## config.mk

```make
export PLATFORM = sky130hd
export DESIGN_NAME = leaf_out_sched
export DESIGN_NICKNAME = d
export VERILOG_FILES = /design/src/rtl/leaf_out_sched.sv
export SDC_FILE = /design/constraint.sdc
export NUM_CORES = 1
export LEC_CHECK = 0
export ABC_AREA = 1
export CAP_MARGIN = 20
export CELL_PAD_IN_SITES_DETAIL_PLACEMENT = 0
export CELL_PAD_IN_SITES_GLOBAL_PLACEMENT = 1
export CORE_MARGIN = 2
export CORE_UTILIZATION = 29
export DETAILED_ROUTE_END_ITERATION = 10
export PLACE_DENSITY = 0.66
export SLEW_MARGIN = 20
export SYNTH_ARGS = -nofsm -noshare
export SYNTH_HDL_FRONTEND = slang
export SYNTH_SLANG_ARGS = --single-unit
```

## constraint.sdc

```tcl
create_clock -name clk -period 5.5 [get_ports clk]
set_input_delay 1.65 -clock clk [delete_from_list [all_inputs] [get_ports clk]]
set_output_delay 1.65 -clock clk [all_outputs]
set_load 0.05 [all_outputs]
```

## src/rtl/leaf_out_sched.sv

```systemverilog
// Leaf output scheduler: round-robin merge of user streams into
// credit-limited BFT packets with per-port destination and address.
module leaf_out_sched #(
  parameter int PACKET_BITS   = 49,
  parameter int PAYLOAD_BITS  = 32,
  parameter int NUM_LEAF_BITS = 5,
  parameter int NUM_PORT_BITS = 4,
  parameter int NUM_ADDR_BITS = 7,
  parameter int NUM_OUT_PORTS = 2
) (
  input  logic                                  clk,
  input  logic                                  reset,
  input  logic                                  enable,
  input  logic                                  cfg_we,
  input  logic [NUM_PORT_BITS-1:0]              cfg_port,
  input  logic [NUM_LEAF_BITS+NUM_PORT_BITS-1:0] cfg_dest,
  input  logic                                  credit_vld,
  input  logic [NUM_PORT_BITS-1:0]              credit_port,
  input  logic [NUM_ADDR_BITS:0]                credit_amt,
  input  logic [NUM_OUT_PORTS*PAYLOAD_BITS-1:0] din_user,
  input  logic [NUM_OUT_PORTS-1:0]              vld_user,
  output logic [NUM_OUT_PORTS-1:0]              ack_user,
  input  logic                                  pkt_ready,
  output logic [PACKET_BITS-1:0]                dout_pkt,
  output logic                                  credit_err
);

  localparam int DW = NUM_LEAF_BITS + NUM_PORT_BITS;
  localparam int CW = NUM_ADDR_BITS + 1;
  localparam int GW = (NUM_OUT_PORTS > 1) ? $clog2(NUM_OUT_PORTS) : 1;
  localparam logic [CW:0] CMAX = {2'b01, {NUM_ADDR_BITS{1'b0}}};
  localparam logic [CW:0] ONE  = {{CW{1'b0}}, 1'b1};

  typedef enum logic {
    S_IDLE = 1'b0,
    S_RUN  = 1'b1
  } state_t;

  state_t state_q, state_d;
  logic   run;

  logic [NUM_OUT_PORTS-1:0] cfg_ok_q, cfg_ok_d;
  logic [DW-1:0]            dest_q   [NUM_OUT_PORTS];
  logic [DW-1:0]            dest_d   [NUM_OUT_PORTS];
  logic [CW-1:0]            credit_q [NUM_OUT_PORTS];
  logic [CW-1:0]            credit_d [NUM_OUT_PORTS];
  logic [NUM_ADDR_BITS-1:0] addr_q   [NUM_OUT_PORTS];
  logic [NUM_ADDR_BITS-1:0] addr_d   [NUM_OUT_PORTS];

  logic [GW-1:0]            last_q, last_d;
  logic [PACKET_BITS-1:0]   dout_q, dout_d;
  logic                     err_q, err_d;

  logic [NUM_OUT_PORTS-1:0] elig;
  logic                     gnt_vld;
  logic [GW-1:0]            gnt_idx;
  logic [PAYLOAD_BITS-1:0]  gnt_word;

  // FSM: state register
  always_ff @(posedge clk) begin
    if (reset) state_q <= S_IDLE;
    else       state_q <= state_d;
  end

  // FSM: next state
  always_comb begin
    state_d = state_q;
    case (state_q)
      S_IDLE:  if (enable)  state_d = S_RUN;
      S_RUN:   if (!enable) state_d = S_IDLE;
      default: state_d = S_IDLE;
    endcase
  end

  // FSM: outputs
  always_comb begin
    run = (state_q == S_RUN);
  end

  always_comb begin
    elig = '0;
    for (int i = 0; i < NUM_OUT_PORTS; i++) begin
      elig[i] = run && !reset && pkt_ready && vld_user[i] &&
                cfg_ok_q[i] && (credit_q[i] != '0);
    end
  end

  // Round-robin search starting just after the last winner
  always_comb begin : rr_search
    int            pos;
    logic [GW-1:0] cand;
    gnt_vld = 1'b0;
    gnt_idx = '0;
    pos     = 0;
    cand    = '0;
    for (int k = 1; k <= NUM_OUT_PORTS; k++) begin
      pos  = (int'(last_q) + k) % NUM_OUT_PORTS;
      cand = GW'(pos);
      if (!gnt_vld && elig[cand]) begin
        gnt_vld = 1'b1;
        gnt_idx = cand;
      end
    end
  end

  always_comb begin
    ack_user = '0;
    gnt_word = '0;
    for (int i = 0; i < NUM_OUT_PORTS; i++) begin
      if (gnt_vld && gnt_idx == GW'(i)) begin
        ack_user[i] = 1'b1;
        gnt_word    = din_user[i*PAYLOAD_BITS +: PAYLOAD_BITS];
      end
    end
  end

  always_comb begin : port_next
    logic [CW:0] csum;
    csum     = '0;
    cfg_ok_d = cfg_ok_q;
    err_d    = err_q;
    for (int i = 0; i < NUM_OUT_PORTS; i++) begin
      dest_d[i] = dest_q[i];
      addr_d[i] = addr_q[i];
      if (cfg_we && int'(cfg_port) == i) begin
        cfg_ok_d[i] = 1'b1;
        dest_d[i]   = cfg_dest;
      end
      if (ack_user[i]) addr_d[i] = addr_q[i] + NUM_ADDR_BITS'(1);
      csum = {1'b0, credit_q[i]};
      if (ack_user[i]) csum = csum - ONE;
      if (credit_vld && int'(credit_port) == i)
        csum = csum + {1'b0, credit_amt};
      if (csum > CMAX) begin
        credit_d[i] = CMAX[CW-1:0];
        err_d       = 1'b1;
      end else begin
        credit_d[i] = csum[CW-1:0];
      end
    end
  end

  always_comb begin
    last_d = last_q;
    dout_d = '0;
    if (gnt_vld) begin
      last_d = gnt_idx;
      dout_d = {1'b1, dest_q[gnt_idx], addr_q[gnt_idx], gnt_word};
    end
  end

  always_ff @(posedge clk) begin
    if (reset) begin
      cfg_ok_q <= '0;
      last_q   <= GW'(NUM_OUT_PORTS - 1);
      dout_q   <= '0;
      err_q    <= 1'b0;
      for (int i = 0; i < NUM_OUT_PORTS; i++) begin
        dest_q[i]   <= '0;
        credit_q[i] <= CMAX[CW-1:0];
        addr_q[i]   <= '0;
      end
    end else begin
      cfg_ok_q <= cfg_ok_d;
      last_q   <= last_d;
      dout_q   <= dout_d;
      err_q    <= err_d;
      for (int i = 0; i < NUM_OUT_PORTS; i++) begin
        dest_q[i]   <= dest_d[i];
        credit_q[i] <= credit_d[i];
        addr_q[i]   <= addr_d[i];
      end
    end
  end

  assign dout_pkt   = dout_q;
  assign credit_err = err_q;

endmodule

```

==> results.txt <==
* Dominant synthesized flop cell: sky130_fd_sc_hd__dfxtp_1
- Die ar.: 18,800 um^2
- Along the worst hold path, the cell count comes to 2.
* Number of DRC markers in iteration 0: 216
- Of the total synthesized cell area, the portion taken by XOR and XNOR cells is 0.0205.
- The average instance in the mapped netlist occupies 8.12 um^2.
- Signed area change from the synthesized netlist to the final layout: 39.2%
* Global-route wire length before repair: 21.9 mm
- Number of distinct standard cells referenced by the synthesized netlist: 42
- At the pin with the least slew margin, the transition time is 0.731 ns.
- The library cells used most frequently in the layout, excluding fill and tap cells, are sky130_fd_sc_hd__clkdlybuf4s50_1 (146), sky130_fd_sc_hd__nand2_1 (114), sky130_fd_sc_hd__dfxtp_1 (84).
* Crit path setup slack, layout: 0.425 ns
- TritonCTS built the clock tree.
- sky130_fd_sc_hd__dfxtp_1 takes more of the synthesized area than any other cell.
- Worst Path Arrival: 3.43 ns
- Pin count of the biggest net entering global routing: 49
- Of the total synthesized cell area, the portion taken by full adders, half adders and majority gates is 0.0614.
* Area fraction in compound gates after synthesis: 0.131
- DRC violations left: 0
- Measured against the total synthesized area, the mux share comes to 0.
- STA classifies the critical path endpoint as an output pin.
- Hold repair after CTS inserted 0 buffers.
- Post-layout nets: 899
- Measured along the y axis, the die boundary spans 137 um.
- FF+latch count, synth: 102
- Setup violations remaining at the end of the flow were counted as 0.
- CTS buffer count: 9
- Pin placement for this block handled 149 I/O pins.
- Min Tclk post-route: 5.08 ns
- Vias per inst: 4.48
- Gr ovfl total: 0
* Number of core rows: 48
* Number of slew-limit violations in the final report: 0
* Antenna violations before repair: 0
- Largest family of logic cells by synthesized area: simple AND/OR/NAND/NOR gates
* Path category of the worst min-delay check: reg2reg
- Gate Count Post-Synth: 632
- Clock slew seen by the registers of the worst setup and hold paths: 0.06 ns
- Buffers added to address setup during post-CTS repair amount to 0.
- Slowest stage cell, crit path: sky130_fd_sc_hd__clkdlybuf4s50_1
- CP peak stage delay: 0.56 ns
* Max-slew headroom: 0.508
* Cells along the critical path: clkdlybuf4s50_1 > inv_6 > nand3_2 > nor2_4 > nand3_4 > nand2_4 > buf_4 > inv_2 > buf_12
* Leading cell types by total area after synthesis: sky130_fd_sc_hd__dfxtp_1 (33%), sky130_fd_sc_hd__edfxtp_1 (11%), sky130_fd_sc_hd__nand2_1 (8.3%), sky130_fd_sc_hd__inv_1 (6.1%), sky130_fd_sc_hd__a22o_1 (5.5%)
* Routed vias: 4,513
* Initial core utilization: 0.297
- Estimated wirelength of the detail-placed design: 11.0 mm
- Worst setup SP type: input port
- Final hold analysis gives a worst-case slack of 0.454 ns.
- Count of nets left with antenna violations after detail routing: 0
* Standard cell core area: 17,300 um^2
- Worst setup path category: in2out
- The first TritonRoute pass finished after 4 iterations.
- Yosys top cell area share: 0.328
- Final Wtd Congestion: 0.805
- The share of the Yosys chip area taken by registers is 0.433.
* DRT Wirelength: 14.1 mm
- In this run, synthesis inferred 18 flip-flops with an integrated enable.
- Counting every sink on the clock net gives 102.
- Total power divided by cell area: 222 nW/um^2
- Warning count from the yosys run: 0
- Cts repair resizes: 0
* Fin Setup TNS: 0 ns
- Global router's overall resource usage: 0.150
- STA puts the critical path data required time at 3.85 ns.
* MaxCap Viol Count: 0
* Depth of the worst register-to-register path: 23
- The library cell used most frequently in the layout, excluding fill and tap cells, is sky130_fd_sc_hd__clkdlybuf4s50_1.
- Clock Root Buffer: sky130_fd_sc_hd__clkbuf_16
* Cell area after synthesis: 5130 um^2
- The clock passes through at most 2 buffers.
- Antenna fix cells: 0
- The number of global-route vias before repair came to 4,422.
- Peak clock frequency supported by timing: 0.197 GHz
- Net count after synthesis: 753
- Of the total synthesized cell area, the portion taken by AND, OR, NAND and NOR gates is 0.266.
- Largest vdd supply drop: 0.130 mV
* Routed wire length per instance: 14.0 um
* Async S/R FF share, synth: 0
- In the finished design, the share of the clock period the worst path needs comes to 0.923.
- For the final database, setup skew stands at 0.0144 ns.
- Cell leakage power: 3.15 nW
- Along the worst path, the maximum fanout reaches 23.
- The final hold violation count is 0.
- # H-tree levels: 3
- IO Port Bufs: 148
- Die X-Extent: 137 um
- Clk_lat worst skew: 0.35 ns
- Setup repair after global routing left no endpoint under its margin.
- Result of the run: finished clean
- Share of final-layout standard cells stronger than drive strength 1: 0.0958
- Setup Slack @ Placement: 0.326 ns
per-stage QoR:
| step | total power, mW | instance area (um^2) | util | instances |
|---|---|---|---|---|
| after global routing | 1.66 | 7140 | 0.413 | 1008 |
| after global placement | 0.976 | 6850 | 0.396 | 992 |
| final | 1.58 | 7140 | 0.413 | 1008 |
| after floorplan | 0.879 | 5130 | - | 632 |
| after detailed placement | 0.978 | 6850 | 0.396 | 992 |
| after CTS | 1.61 | 7140 | 0.413 | 1008 |
worst paths after layout:
| path | slack [ns] | from | end |
|---|---|---|---|
| worst max-delay path | 0.42 | reset | ack_user[1] |
| worst min register to register | 0.45 | cfg_ok_q[0] | cfg_ok_q[0] |
| worst max register to register | 1.88 | credit_q[0][8] | credit_q[0][5] |
| worst min-delay path | 0.45 | cfg_ok_q[0] | cfg_ok_q[0] |
where the power goes:
part | internal (mW) | switching (mW) | leakage [nW]
sequential | 0.772 | 0.00645 | 0.850
clock | 0.321 | 0.302 | 0.147
combinational | 0.0964 | 0.0853 | 2.16
Yosys cell counts (7+ instances only):
cell	n
sky130_fd_sc_hd__a21oi_1	33
sky130_fd_sc_hd__a22o_1	32
sky130_fd_sc_hd__clkbuf_1	9
sky130_fd_sc_hd__dfxtp_1	84
sky130_fd_sc_hd__edfxtp_1	18
sky130_fd_sc_hd__ha_1	22
sky130_fd_sc_hd__inv_1	83
sky130_fd_sc_hd__nand2_1	114
sky130_fd_sc_hd__nand2_2	15
sky130_fd_sc_hd__nand3_1	47
sky130_fd_sc_hd__nand4_1	8
sky130_fd_sc_hd__nor2_1	58
sky130_fd_sc_hd__nor2_2	9
sky130_fd_sc_hd__o21ai_0	28
sky130_fd_sc_hd__or2_2	7
sky130_fd_sc_hd__xor2_1	7
flip-flops by register name, summed over array words and instances, names as in the netlist:
register and cells:
dout_pkt 49, dest_q 18, credit_q 16, addr_q 14, cfg_ok_q 2, credit_err 1, last_q 1, run 1
critical path: cells and delay by family:
family                 cells  cell delay [ns]
buffers and inverters      5             1.18
and+or+nand+nor            4             0.57
kinds of logic after synthesis:
group / count (synthesis)
AND/OR/NAND/NOR: 284
adder cells (fa/ha/maj): 24
flip-flops: 102
buffers and inverters: 107
XOR/XNOR: 12
AO/OA/AOI/OAI: 103
area by class of cell:
| type | count | area (um^2) |
|---|---|---|
| Inverter | 88 | 335 |
| Multi-Input combinational cell | 423 | 2460 |
| Clock inverter | 7 | 73.8 |
| Clock buffer | 9 | 225 |
| Tap cell | 225 | 282 |
| Timing Repair Buffer | 154 | 1550 |
| Fill cell | 1718 | 10200 |
| Sequential cell | 102 | 2220 |
metal layers:
layer,up-vias,global-route usage,part of all wire
li1,2363,-,-
met1,2002,0.183,0.44
met2,142,0.264,0.47
met3,6,0.0348,0.081
met4,0,0.0378,0.0053
met5,-,0,0
(Power assumes the default switching activity.)
